$ cat config.mk
export PLATFORM = sky130hd
export DESIGN_NAME = rca_lsq_routed
export DESIGN_NICKNAME = d
export VERILOG_FILES = /design/src/rtl/rca_lsq_routed.sv
export SDC_FILE = /design/constraint.sdc
export NUM_CORES = 1
export LEC_CHECK = 0
export CORE_UTILIZATION = 40
export DETAILED_ROUTE_END_ITERATION = 6
export GPL_TIMING_DRIVEN = 0
export MAX_ROUTING_LAYER = met4
export PLACE_DENSITY = 0.59
export SETUP_SLACK_MARGIN = 0.5
export SYNTH_ARGS = -nofsm -noshare
export SYNTH_HDL_FRONTEND = slang
export SYNTH_SLANG_ARGS = --single-unit
$ cat constraint.sdc
create_clock -name clk -period 8.4 [get_ports clk]
set_input_delay 0.84 -clock clk [delete_from_list [all_inputs] [get_ports clk]]
set_output_delay 0.84 -clock clk [all_outputs]
set_load 0.01 [all_outputs]
$ cat src/rtl/rca_lsq_routed.sv
// ---------------------------------------------------------------------------
// rca_lsq_routed
//
// Load/store queue between the RCA grid and the shared LSU.
//   * Captures one multi-row request packet per cycle from the grid into a
//     PACKET_DEPTH-entry packet store.
//   * Issues the head packet's rows to the LSU lowest-row-first, one per
//     cycle. The packet pops in the cycle its last row issues.
//   * Tracks outstanding loads with a tag FIFO holding the originating row.
//     Issue is credit-limited to LOAD_DEPTH outstanding loads.
//   * Buffers returning load data in a result FIFO and routes each result to
//     its row with a valid/ready handshake.
//
// Ports
//   clk, rst                       clock, synchronous active-high reset
//   rca_fifo_populated             an RCA is running (feeds rca_lsu_lock)
//   grid_new_request/addr/data/fn3/load/store   per-row request packet
//   grid_fifo_full                 packet store full
//   grid_load_valid/data/ready     per-row load result handshake
//   lsu_ready, lsu_new_request, lsu_rs1/rs2/fn3/load/store   LSU issue
//   lsu_load_complete/data         in-order load return from the LSU
//   rca_lsu_lock                   LSU reserved for the RCA
// ---------------------------------------------------------------------------
module rca_lsq_routed #(
    parameter int NUM_ROWS     = 4,
    parameter int PACKET_DEPTH = 4,
    parameter int LOAD_DEPTH   = 4,
    parameter int XLEN         = 32
) (
    input  logic                     clk,
    input  logic                     rst,
    input  logic                     rca_fifo_populated,
    input  logic [NUM_ROWS-1:0]      grid_new_request,
    input  logic [NUM_ROWS*XLEN-1:0] grid_addr,
    input  logic [NUM_ROWS*XLEN-1:0] grid_data,
    input  logic [NUM_ROWS*3-1:0]    grid_fn3,
    input  logic [NUM_ROWS-1:0]      grid_load,
    input  logic [NUM_ROWS-1:0]      grid_store,
    output logic                     grid_fifo_full,
    output logic [NUM_ROWS-1:0]      grid_load_valid,
    output logic [XLEN-1:0]          grid_load_data,
    input  logic [NUM_ROWS-1:0]      grid_load_ready,
    input  logic                     lsu_ready,
    output logic                     lsu_new_request,
    output logic [XLEN-1:0]          lsu_rs1,
    output logic [XLEN-1:0]          lsu_rs2,
    output logic [2:0]               lsu_fn3,
    output logic                     lsu_load,
    output logic                     lsu_store,
    input  logic                     lsu_load_complete,
    input  logic [XLEN-1:0]          lsu_load_data,
    output logic                     rca_lsu_lock
);

    localparam int ROW_W  = (NUM_ROWS > 1) ? $clog2(NUM_ROWS) : 1;
    localparam int CNT_W  = $clog2(PACKET_DEPTH + 1);
    localparam int PPTR_W = (PACKET_DEPTH > 1) ? $clog2(PACKET_DEPTH) : 1;
    localparam int OUT_W  = $clog2(LOAD_DEPTH + 1);
    localparam int LPTR_W = (LOAD_DEPTH > 1) ? $clog2(LOAD_DEPTH) : 1;

    // Pointer increments wrap explicitly so non-power-of-two depths work.
    function automatic logic [PPTR_W-1:0] pkt_inc(input logic [PPTR_W-1:0] p);
        return (p == PPTR_W'(PACKET_DEPTH - 1)) ? '0 : p + 1'b1;
    endfunction

    function automatic logic [LPTR_W-1:0] ld_inc(input logic [LPTR_W-1:0] p);
        return (p == LPTR_W'(LOAD_DEPTH - 1)) ? '0 : p + 1'b1;
    endfunction

    // ------------------------------------------------------------------
    // Packet store
    // ------------------------------------------------------------------
    logic [NUM_ROWS-1:0]      mask_mem  [PACKET_DEPTH];
    logic [NUM_ROWS*XLEN-1:0] addr_mem  [PACKET_DEPTH];
    logic [NUM_ROWS*XLEN-1:0] data_mem  [PACKET_DEPTH];
    logic [NUM_ROWS*3-1:0]    fn3_mem   [PACKET_DEPTH];
    logic [NUM_ROWS-1:0]      load_mem  [PACKET_DEPTH];
    logic [NUM_ROWS-1:0]      store_mem [PACKET_DEPTH];

    logic [PPTR_W-1:0] wr_ptr_q, wr_ptr_d;
    logic [PPTR_W-1:0] rd_ptr_q, rd_ptr_d;
    logic [CNT_W-1:0]  count_q, count_d;
    logic [NUM_ROWS-1:0] done_q, done_d;

    logic pkt_push;
    logic pkt_pop;

    assign grid_fifo_full = (count_q == CNT_W'(PACKET_DEPTH));
    // An all-zero mask carries no work and is never stored.
    assign pkt_push = (|grid_new_request) & ~grid_fifo_full;

    always_ff @(posedge clk) begin
        if (pkt_push) begin
            mask_mem[wr_ptr_q]  <= grid_new_request;
            addr_mem[wr_ptr_q]  <= grid_addr;
            data_mem[wr_ptr_q]  <= grid_data;
            fn3_mem[wr_ptr_q]   <= grid_fn3;
            load_mem[wr_ptr_q]  <= grid_load;
            store_mem[wr_ptr_q] <= grid_store;
        end
    end

    // ------------------------------------------------------------------
    // Head packet row selection
    // ------------------------------------------------------------------
    logic                head_valid;
    logic [NUM_ROWS-1:0] pending;
    logic [NUM_ROWS-1:0] sel_onehot;
    logic [ROW_W-1:0]    sel;
    logic [XLEN-1:0]     head_addr    [NUM_ROWS];
    logic [XLEN-1:0]     head_data    [NUM_ROWS];
    logic [2:0]          head_fn3     [NUM_ROWS];
    logic [NUM_ROWS-1:0] head_is_load;
    logic [NUM_ROWS*XLEN-1:0] head_addr_w, head_data_w;
    logic [NUM_ROWS*3-1:0]    head_fn3_w;
    logic [NUM_ROWS-1:0]      head_ld_w, head_st_w;

    assign head_valid  = (count_q != '0);
    assign head_addr_w = addr_mem[rd_ptr_q];
    assign head_data_w = data_mem[rd_ptr_q];
    assign head_fn3_w  = fn3_mem[rd_ptr_q];
    assign head_ld_w   = load_mem[rd_ptr_q];
    assign head_st_w   = store_mem[rd_ptr_q];
    assign pending     = head_valid ? (mask_mem[rd_ptr_q] & ~done_q) : '0;
    // Isolate the lowest set bit: that row has priority.
    assign sel_onehot  = pending & ~(pending - 1'b1);

    genvar gi;
    generate
        for (gi = 0; gi < NUM_ROWS; gi++) begin : g_row
            assign head_addr[gi]    = head_addr_w[gi*XLEN +: XLEN];
            assign head_data[gi]    = head_data_w[gi*XLEN +: XLEN];
            assign head_fn3[gi]     = head_fn3_w[gi*3 +: 3];
            // Rows flagged both load and store are treated as stores.
            assign head_is_load[gi] = head_ld_w[gi] & ~head_st_w[gi];
        end
    endgenerate

    always_comb begin
        sel = '0;
        for (int r = NUM_ROWS - 1; r >= 0; r--) begin
            if (pending[r]) sel = ROW_W'(r);
        end
    end

    // ------------------------------------------------------------------
    // Issue
    // ------------------------------------------------------------------
    logic [OUT_W-1:0] outstanding_q, outstanding_d;
    logic             sel_is_load;
    logic             issue;
    logic             load_issue;
    logic             accept;

    assign sel_is_load     = head_is_load[sel];
    assign issue           = (|pending) & lsu_ready &
                             (~sel_is_load | (outstanding_q < OUT_W'(LOAD_DEPTH)));
    assign load_issue      = issue & sel_is_load;
    assign pkt_pop         = issue & ((pending & ~sel_onehot) == '0);

    assign lsu_new_request = issue;
    assign lsu_rs1         = head_addr[sel];
    assign lsu_rs2         = head_data[sel];
    assign lsu_fn3         = head_fn3[sel];
    assign lsu_load        = sel_is_load;
    assign lsu_store       = ~sel_is_load;

    always_comb begin
        wr_ptr_d = pkt_push ? pkt_inc(wr_ptr_q) : wr_ptr_q;
        rd_ptr_d = pkt_pop  ? pkt_inc(rd_ptr_q) : rd_ptr_q;
        count_d  = count_q;
        if (pkt_push && !pkt_pop)      count_d = count_q + 1'b1;
        else if (!pkt_push && pkt_pop) count_d = count_q - 1'b1;
        done_d = done_q;
        if (pkt_pop)    done_d = '0;
        else if (issue) done_d = done_q | sel_onehot;
    end

    // ------------------------------------------------------------------
    // Load tag FIFO (occupancy == outstanding) and result FIFO
    // ------------------------------------------------------------------
    logic [ROW_W-1:0]  tag_mem [LOAD_DEPTH];
    logic [XLEN-1:0]   res_mem [LOAD_DEPTH];
    logic [LPTR_W-1:0] tag_wr_q, tag_wr_d, tag_rd_q, tag_rd_d;
    logic [LPTR_W-1:0] res_wr_q, res_wr_d, res_rd_q, res_rd_d;
    logic [OUT_W-1:0]  res_cnt_q, res_cnt_d;
    logic [ROW_W-1:0]  tag_head;
    logic              deliver_valid;
    logic              res_push;

    // Credits make overflow impossible in normal use; the guard only keeps
    // stray returns after a reset from corrupting the FIFO.
    assign res_push      = lsu_load_complete & (res_cnt_q < OUT_W'(LOAD_DEPTH));
    assign tag_head      = tag_mem[tag_rd_q];
    assign deliver_valid = (outstanding_q != '0) & (res_cnt_q != '0);
    assign accept        = deliver_valid & grid_load_ready[tag_head];
    assign grid_load_data = res_mem[res_rd_q];

    generate
        for (gi = 0; gi < NUM_ROWS; gi++) begin : g_valid
            assign grid_load_valid[gi] = deliver_valid & (tag_head == ROW_W'(gi));
        end
    endgenerate

    always_ff @(posedge clk) begin
        if (load_issue) tag_mem[tag_wr_q] <= sel;
        if (res_push)   res_mem[res_wr_q] <= lsu_load_data;
    end

    always_comb begin
        tag_wr_d = load_issue ? ld_inc(tag_wr_q) : tag_wr_q;
        tag_rd_d = accept     ? ld_inc(tag_rd_q) : tag_rd_q;
        res_wr_d = res_push   ? ld_inc(res_wr_q) : res_wr_q;
        res_rd_d = accept     ? ld_inc(res_rd_q) : res_rd_q;
        outstanding_d = outstanding_q;
        if (load_issue && !accept)      outstanding_d = outstanding_q + 1'b1;
        else if (!load_issue && accept) outstanding_d = outstanding_q - 1'b1;
        res_cnt_d = res_cnt_q;
        if (res_push && !accept)      res_cnt_d = res_cnt_q + 1'b1;
        else if (!res_push && accept) res_cnt_d = res_cnt_q - 1'b1;
    end

    // ------------------------------------------------------------------
    // State registers
    // ------------------------------------------------------------------
    always_ff @(posedge clk) begin
        if (rst) begin
            wr_ptr_q      <= '0;
            rd_ptr_q      <= '0;
            count_q       <= '0;
            done_q        <= '0;
            outstanding_q <= '0;
            tag_wr_q      <= '0;
            tag_rd_q      <= '0;
            res_wr_q      <= '0;
            res_rd_q      <= '0;
            res_cnt_q     <= '0;
        end else begin
            wr_ptr_q      <= wr_ptr_d;
            rd_ptr_q      <= rd_ptr_d;
            count_q       <= count_d;
            done_q        <= done_d;
            outstanding_q <= outstanding_d;
            tag_wr_q      <= tag_wr_d;
            tag_rd_q      <= tag_rd_d;
            res_wr_q      <= res_wr_d;
            res_rd_q      <= res_rd_d;
            res_cnt_q     <= res_cnt_d;
        end
    end

    assign rca_lsu_lock = (count_q != '0) | (outstanding_q != '0) | rca_fifo_populated;

endmodule
==> impl_metrics.tcl, run 1 <==
set metrics [dict create \
    status "complete, no violations" \
    critical_path.max_fanout 10 \
    syn_inst 2853 \
    synth_top_family_by_area "compound AO/OA/AOI/OAI gates" \
    p_int_w 0.01456 \
    synth_xor_area_share_pct 0.1075 \
    clock_skew_ps 34.40 \
    postLayoutCellArea_sq_mm 0.06022 \
    grtUsageTotal_pct 22.22 \
    synth_compound_area_share_pct 8.028 \
    synth_flop_cell "edfxtp_1" \
    hold_viol_final 0 \
    wl_um 134400 \
    grt_pass1_vias 28040 \
    hold_path_class "reg -> reg" \
    setup_viol 0 \
    sequentialPowerShare_pct 40.4 \
    layoutNonFillerInstCount 5201 \
    gr-total-overflow 0 \
    maxCapViolations 0 \
    layout-drive-gt1-share_pct 12.44 \
    slew_headroom_pct 10.95 \
    drv_slew 0 \
    final_nets 3784 \
    wl_per_cell_um 25.84 \
    switchingPower_w 0.007429 \
    timing.final.ws_setup_ps 2011 \
    antenna_found_initial 46 \
    area_delta_synth_final_pct 23.21 \
    cp.arrival_ps 5550 \
    place_area_sq_mm 0.05573 \
    cts_resized 0 \
    yosys.area_share.simple_pct 5.888 \
    p_per_area_mw_per_mm2 365.2 \
    die_area_sq_mm 0.1236 \
    worst_slew_pin_slew_ps 1336 \
    switching_share_pct 33.78 \
    hold_buffers 0 \
    dp.cells 4913 \
    insertion_delay_ps 760 \
    avgSynthCellArea_sq_um 17.13 \
    synthMuxAreaShare_pct 5.061 \
    synth.ff_latch_count 1287 \
    busiest_layer "met2" \
    cts_tree "yes" \
    cp.required_ps 7560 \
    core_sq_mm 0.1206 \
    grt_max_degree 61 \
    finalCritPeriodShare_pct 76.06 \
    p_comb_share_pct 32.8 \
    p_clk_share_pct 26.7 \
    viasPerCell 5.429 \
    grt_use_met1_pct 29.13 \
    cts.htree.levels 4 \
    clkTransAtPathRegs_ps 60 \
    multi_input_area_sq_mm 0.009634 \
    cts_buffers 139 \
    synth_top_area_share_pct 77.17 \
    grtUsageMet2_pct 34.10 \
    end_kind "output pin" \
    seqCellArea_sq_mm 0.03834 \
    vias 28240 \
    synth_seq_area_share_pct 78.44 \
    netlist_top_cells_area "edfxtp_1 (77%), mux4_2 (4.7%), a21oi_1 (2.8%)" \
    syn_nets 3195 \
    cts_root_buf "clkbuf_16" \
    drt_iter0_markers 2613 \
    power.leakage_nw 19.46 \
    fp.dieH_um 351.5 \
    yosysUniqueCellTypes 59 \
    grt_pass1_wl_um 191300 \
    synth_edf_count 1256 \
    rows 127 \
    fmax_mhz 156.5 \
    fillers 10050 \
    crit_type "reg -> out" \
    io_pins 429 \
    yosys.area_share.adder_pct 0.5837 \
    synth_area_leader_cell "edfxtp_1" \
    die_w_um 351.5 \
    clock_path_buffers 3 \
    gp_congestion 0.8058 \
    min_period_ps 6389 \
    yosysWarnings 0 \
    pre_cts_ws_ps 2442 \
    cts_sinks 1287 \
    ir_drop_uv 212.3 \
    ant_nets 0 \
    io_buffers 427 \
    synth_area_sq_mm 0.04887 \
    rsz0062_at_grt "no" \
    initial_core_util_pct 40.52 \
    dr.pass1.iters 6 \
    grt_use_met3_pct 5.659 \
    hpwl_um 88680 \
    start_kind "flop" \
    route.detailed.drc 0 \
    synthArstFlopShare_pct 0 \
    post_cts_buffers 0 \
]
[registers in the layout (all words and copies together), names as in the netlist, 4 cells and up, named ones only]
register   count
res_mem      128
store_mem     16
mask_mem      16
data_mem     512
tag_mem        8
done_q         4
load_mem      16
fn3_mem       48
addr_mem     512
[area by class of cell]
| cell class | count | share of cell area (%) |
|---|---|---|
| repair buffers | 448 | 8.012 |
| inverters | 16 | 0.09974 |
| plain buffers | 177 | 1.434 |
| clock buffers | 176 | 6.057 |
| flip-flops and latches | 1287 | 63.66 |
| well taps | 1612 | 3.349 |
| clock inverters | 76 | 1.234 |
| diodes | 36 | 0.1496 |
| multi-input cells | 1373 | 16.00 |
[cells by family after synthesis]
kind of cell / count (synthesis)
compound gates: 590
xor+xnor: 6
fa+ha+maj: 21
buf+inv: 193
flops: 1287
mux: 119
simple gates: 637
[power by group through the flow]
stage / sequential [W] / clock (W) / combinational, W
CTS: 0.00889 / 0.00598 / 0.00730
global placement: 0.00938 / 0 / 0.00701
floorplan: 0.00915 / 0 / 0.00368
global route: 0.00899 / 0.00621 / 0.00770
detailed placement: 0.00902 / 0 / 0.00726
finish: 0.00889 / 0.00588 / 0.00722
[placed cells by master, fill, tap and decap left out, drive strengths merged, types with 4 or more instances in the layout]
cell type      instances
edfxtp              1256
clkdlybuf4s50        427
nand2                282
a21oi                277
clkbuf               242
nor3                 140
a22o                 135
buf                  132
mux4                 102
nor2                  94
o22ai                 70
o31a                  68
nor4                  68
clkinv                61
diode                 36
dfxtp                 31
inv                   21
ha                    18
and2                  16
mux2i                 15
o21ai                 13
nand2b                11
or3                    8
bufinv                 7
xor2                   6
o221ai                 5
a31oi                  4
nand3                  4
[critical path, stage by stage (launching register included)]
cell and delay, ps:
dfxtp_1 460, buf_4 230, buf_4 230, buf_4 330, clkbuf_1 1010, clkbuf_1 730
nor3_1 140, o31a_1 320, nor4_1 640, clkdlybuf4s50_1 680
[stage by stage]
stage / power, W / TNS (ps) / hold slack (ps) / util, %
2_1_floorplan: 0.01283 / 0 / 461.9 / -
3_3_place_gp: 0.01640 / -4639 / 479.1 / 45.74
3_5_place_dp: 0.01628 / 0 / 486.9 / 46.21
4_1_cts: 0.02217 / 0 / 487.7 / 49.85
5_1_grt: 0.02290 / 0 / 513.9 / 49.92
6_report: 0.02199 / 0 / 480.4 / 49.93
[routing by layer]
metal	routed length, um	part of all wire (%)
met5	0	0
met4	2974	2.2
met3	10440	7.8
met2	63590	47
met1	57410	43
[Yosys cell counts (2+ instances only)]
master / number
o22ai_1: 69
clkbuf_1: 66
mux2i_1: 15
buf_6: 3
nor3_1: 140
or3_1: 8
nor4_1: 68
nand3b_1: 3
nand2_1: 282
nor2b_1: 2
a21oi_1: 277
nor2_1: 93
nand4b_1: 2
inv_1: 14
dfxtp_1: 31
nand3_1: 4
buf_4: 19
edfxtp_1: 1256
xor2_1: 6
o22a_2: 2
a22o_1: 135
o21ai_0: 11
mux4_2: 102
nand2b_1: 11
o31a_1: 68
o221ai_1: 4
or2_2: 3
and2_1: 16
buf_2: 84
nor3b_1: 2
fa_1: 3
ha_1: 18
buf_1: 5
o32ai_1: 2
o311ai_0: 2
a31oi_1: 4
[worst paths after layout]
check,start,endpoint,slack [ps],cells after the start
max,flop,lsu_rs1[4],2010,9
min,tag_rd_q[0],flop,480,2
max reg2reg,flop,count_q[2],4580,15
min reg2reg,tag_rd_q[0],flop,480,2
Note: power is estimated with default switching activity, not from simulation.
==> run 2, diff against run 1 <==
==> constraint.sdc (replaced) <==
create_clock -name clk -period 5.85 [get_ports clk]
set_input_delay 0.585 -clock clk [delete_from_list [all_inputs] [get_ports clk]]
set_output_delay 0.585 -clock clk [all_outputs]
set_load 0.01 [all_outputs]
==> impl_metrics.tcl, run 2 (same netlist as run 1, synthesis figures left out) <==
set metrics [dict create \
    min_period_ps 5244 \
    final_common_cell "edfxtp_1" \
    r2r_cells 12 \
    clock_path_buffers 3 \
    hpwl_um 88680 \
    cts_sinks 1287 \
    critical_path.max_fanout 10 \
    final_nets 3786 \
    place_area_sq_mm 0.05573 \
    antenna_found_initial 45 \
    fin_util_pct 50.14 \
    grtUsageTotal_pct 22.24 \
    drv_slew 0 \
    ir_drop_uv 307.9 \
    final_cell_mix "edfxtp_1 (1256), clkdlybuf4s50_1 (425), nand2_1 (282)" \
    status "complete, no violations" \
    seqCellArea_sq_mm 0.03834 \
    ant_nets 0 \
    gr-total-overflow 0 \
    cp.arrival_ps 4660 \
    cts_tree "yes" \
    die_area_sq_mm 0.1236 \
    p_per_area_mw_per_mm2 525.3 \
    postLayoutCellArea_sq_mm 0.06047 \
    maxCapViolations 0 \
    cts_buffers 139 \
    rsz0062_at_grt "yes" \
    finalCritPeriodShare_pct 89.64 \
    dr.pass1.iters 5 \
    gp_congestion 0.8058 \
    grt_pass1_vias 28060 \
    layout-drive-gt1-share_pct 13.70 \
    insertion_delay_ps 760 \
    hold_viol_final 0 \
    start_kind "flop" \
    fp.dieH_um 351.5 \
    wl_met1_um 57550 \
    cp.required_ps 5270 \
    multi_input_area_sq_mm 0.009797 \
    highest-signal-layer "met4" \
    io_pins 429 \
    fillers 10030 \
    rows 127 \
    cts.htree.levels 4 \
    core_sq_mm 0.1206 \
    slew_headroom_pct 18.30 \
    setup_tns_ps 0 \
    cts_root_buf "clkbuf_16" \
    viasPerCell 5.447 \
    hold_path_class "in -> reg" \
    io_buffers 427 \
    drt_iter0_markers 2775 \
    top_regs "addr_mem: 512 flops, data_mem: 512 flops, res_mem: 128 flops" \
    fmax_mhz 190.7 \
    grt_pass1_wl_um 191400 \
    grt_max_degree 61 \
    layoutNonFillerInstCount 5203 \
    clkTransAtPathRegs_ps 50 \
    area_delta_synth_final_pct 23.73 \
    dp.cells 4913 \
    die_w_um 351.5 \
    end_kind "output pin" \
    initial_core_util_pct 40.52 \
    routed-wl-met3_um 10450 \
    wl_per_cell_um 25.90 \
    hold_buffers 0 \
    worst_slew_pin_slew_ps 1210 \
    clock_skew_ps 34.16 \
    vias 28340 \
    dr_wl_met2_um 63690 \
    min_path_cells 2 \
    route.detailed.drc 0 \
    wl_um 134700 \
    crit_type "reg -> out" \
    power.leakage_nw 19.61 \
    setup_viol 0 \
]
run 2: cell count changes in the layout (fill, tap and decap cells not counted), moves of 2 or more:
cell             previous run  this run
clkdlybuf4s50_1           427       425
nor4_2                      1        11
nor4_1                     67        52
o21ai_4                     0         2
buf_4                      19        26
dlymetal6s2s_1              0         2
buf_2                      84        70
clkbuf_4                    0         9
clkbuf_1                  100        75
clkbuf_2                    0        24
nor4_4                      0         5
run 2: cell type report:
| type | count | share of cell area (%) |
|---|---|---|
| flip-flops and latches | 1287 | 63.39 |
| multi-input cells | 1373 | 16.20 |
| repair buffers | 450 | 8.011 |
| clock buffers | 176 | 6.031 |
| well taps | 1612 | 3.335 |
| plain buffers | 177 | 1.548 |
| clock inverters | 76 | 1.229 |
| diodes | 36 | 0.1490 |
| inverters | 16 | 0.1014 |
run 2: layer usage:
| metal | vias up | track usage, % |
|---|---|---|
| met5 | - | - |
| met4 | 0 | 6.806 |
| met3 | 193 | 5.543 |
| met2 | 1119 | 34.10 |
| met1 | 14440 | 29.24 |
| li1 | 12590 | - |
run 2: repair_timing:
| item | in CTS | in global routing |
|---|---|---|
| pin swaps | 1 | 0 |
| gates cloned | 0 | 0 |
| gates resized for setup | 44 | 31 |
| setup buffers | 2 | 0 |
| setup endpoints to repair | 64 | 50 |
run 2: per-stage QoR:
step / hold WS [ps] / worst slack (ps) / total power (W)
final: 280.3 / 606.3 / 0.03176
after global routing: 326.2 / 412.9 / 0.03307
after CTS: 232.7 / 447.7 / 0.03196
after detailed placement: 486.9 / 146.7 / 0.02338
after global placement: 479.1 / -2344 / 0.02348
after floorplan: 461.9 / 982.5 / 0.01843
run 2: final timing paths:
kind	start	end	slack, ps
max	flop	lsu_rs2[22]	610
max reg2reg	flop	outstanding_q[2]	2070
min	rst	done_q[0]	280
min reg2reg	tag_rd_q[0]	flop	480
run 2: critical path, stage by stage, from the launching register on:
cell	delay, ps
dfxtp_1	310
buf_2	210
buf_6	180
mux2i_1	270
o22a_2	270
o21ai_0	120
nand3_1	400
buf_4	350
clkbuf_2	360
o22ai_1	120
o31a_1	260
nor4_1	400
clkdlybuf4s50_1	640
run 2: power breakdown:
| part | leakage, nW | switching (W) | total [W] | internal [W] |
|---|---|---|---|---|
| Combinational | 5.53 | 0.00666 | 0.0106 | 0.00390 |
| Sequential | 11.9 | 0.000424 | 0.0128 | 0.0123 |
| Clock | 2.13 | 0.00365 | 0.00843 | 0.00478 |
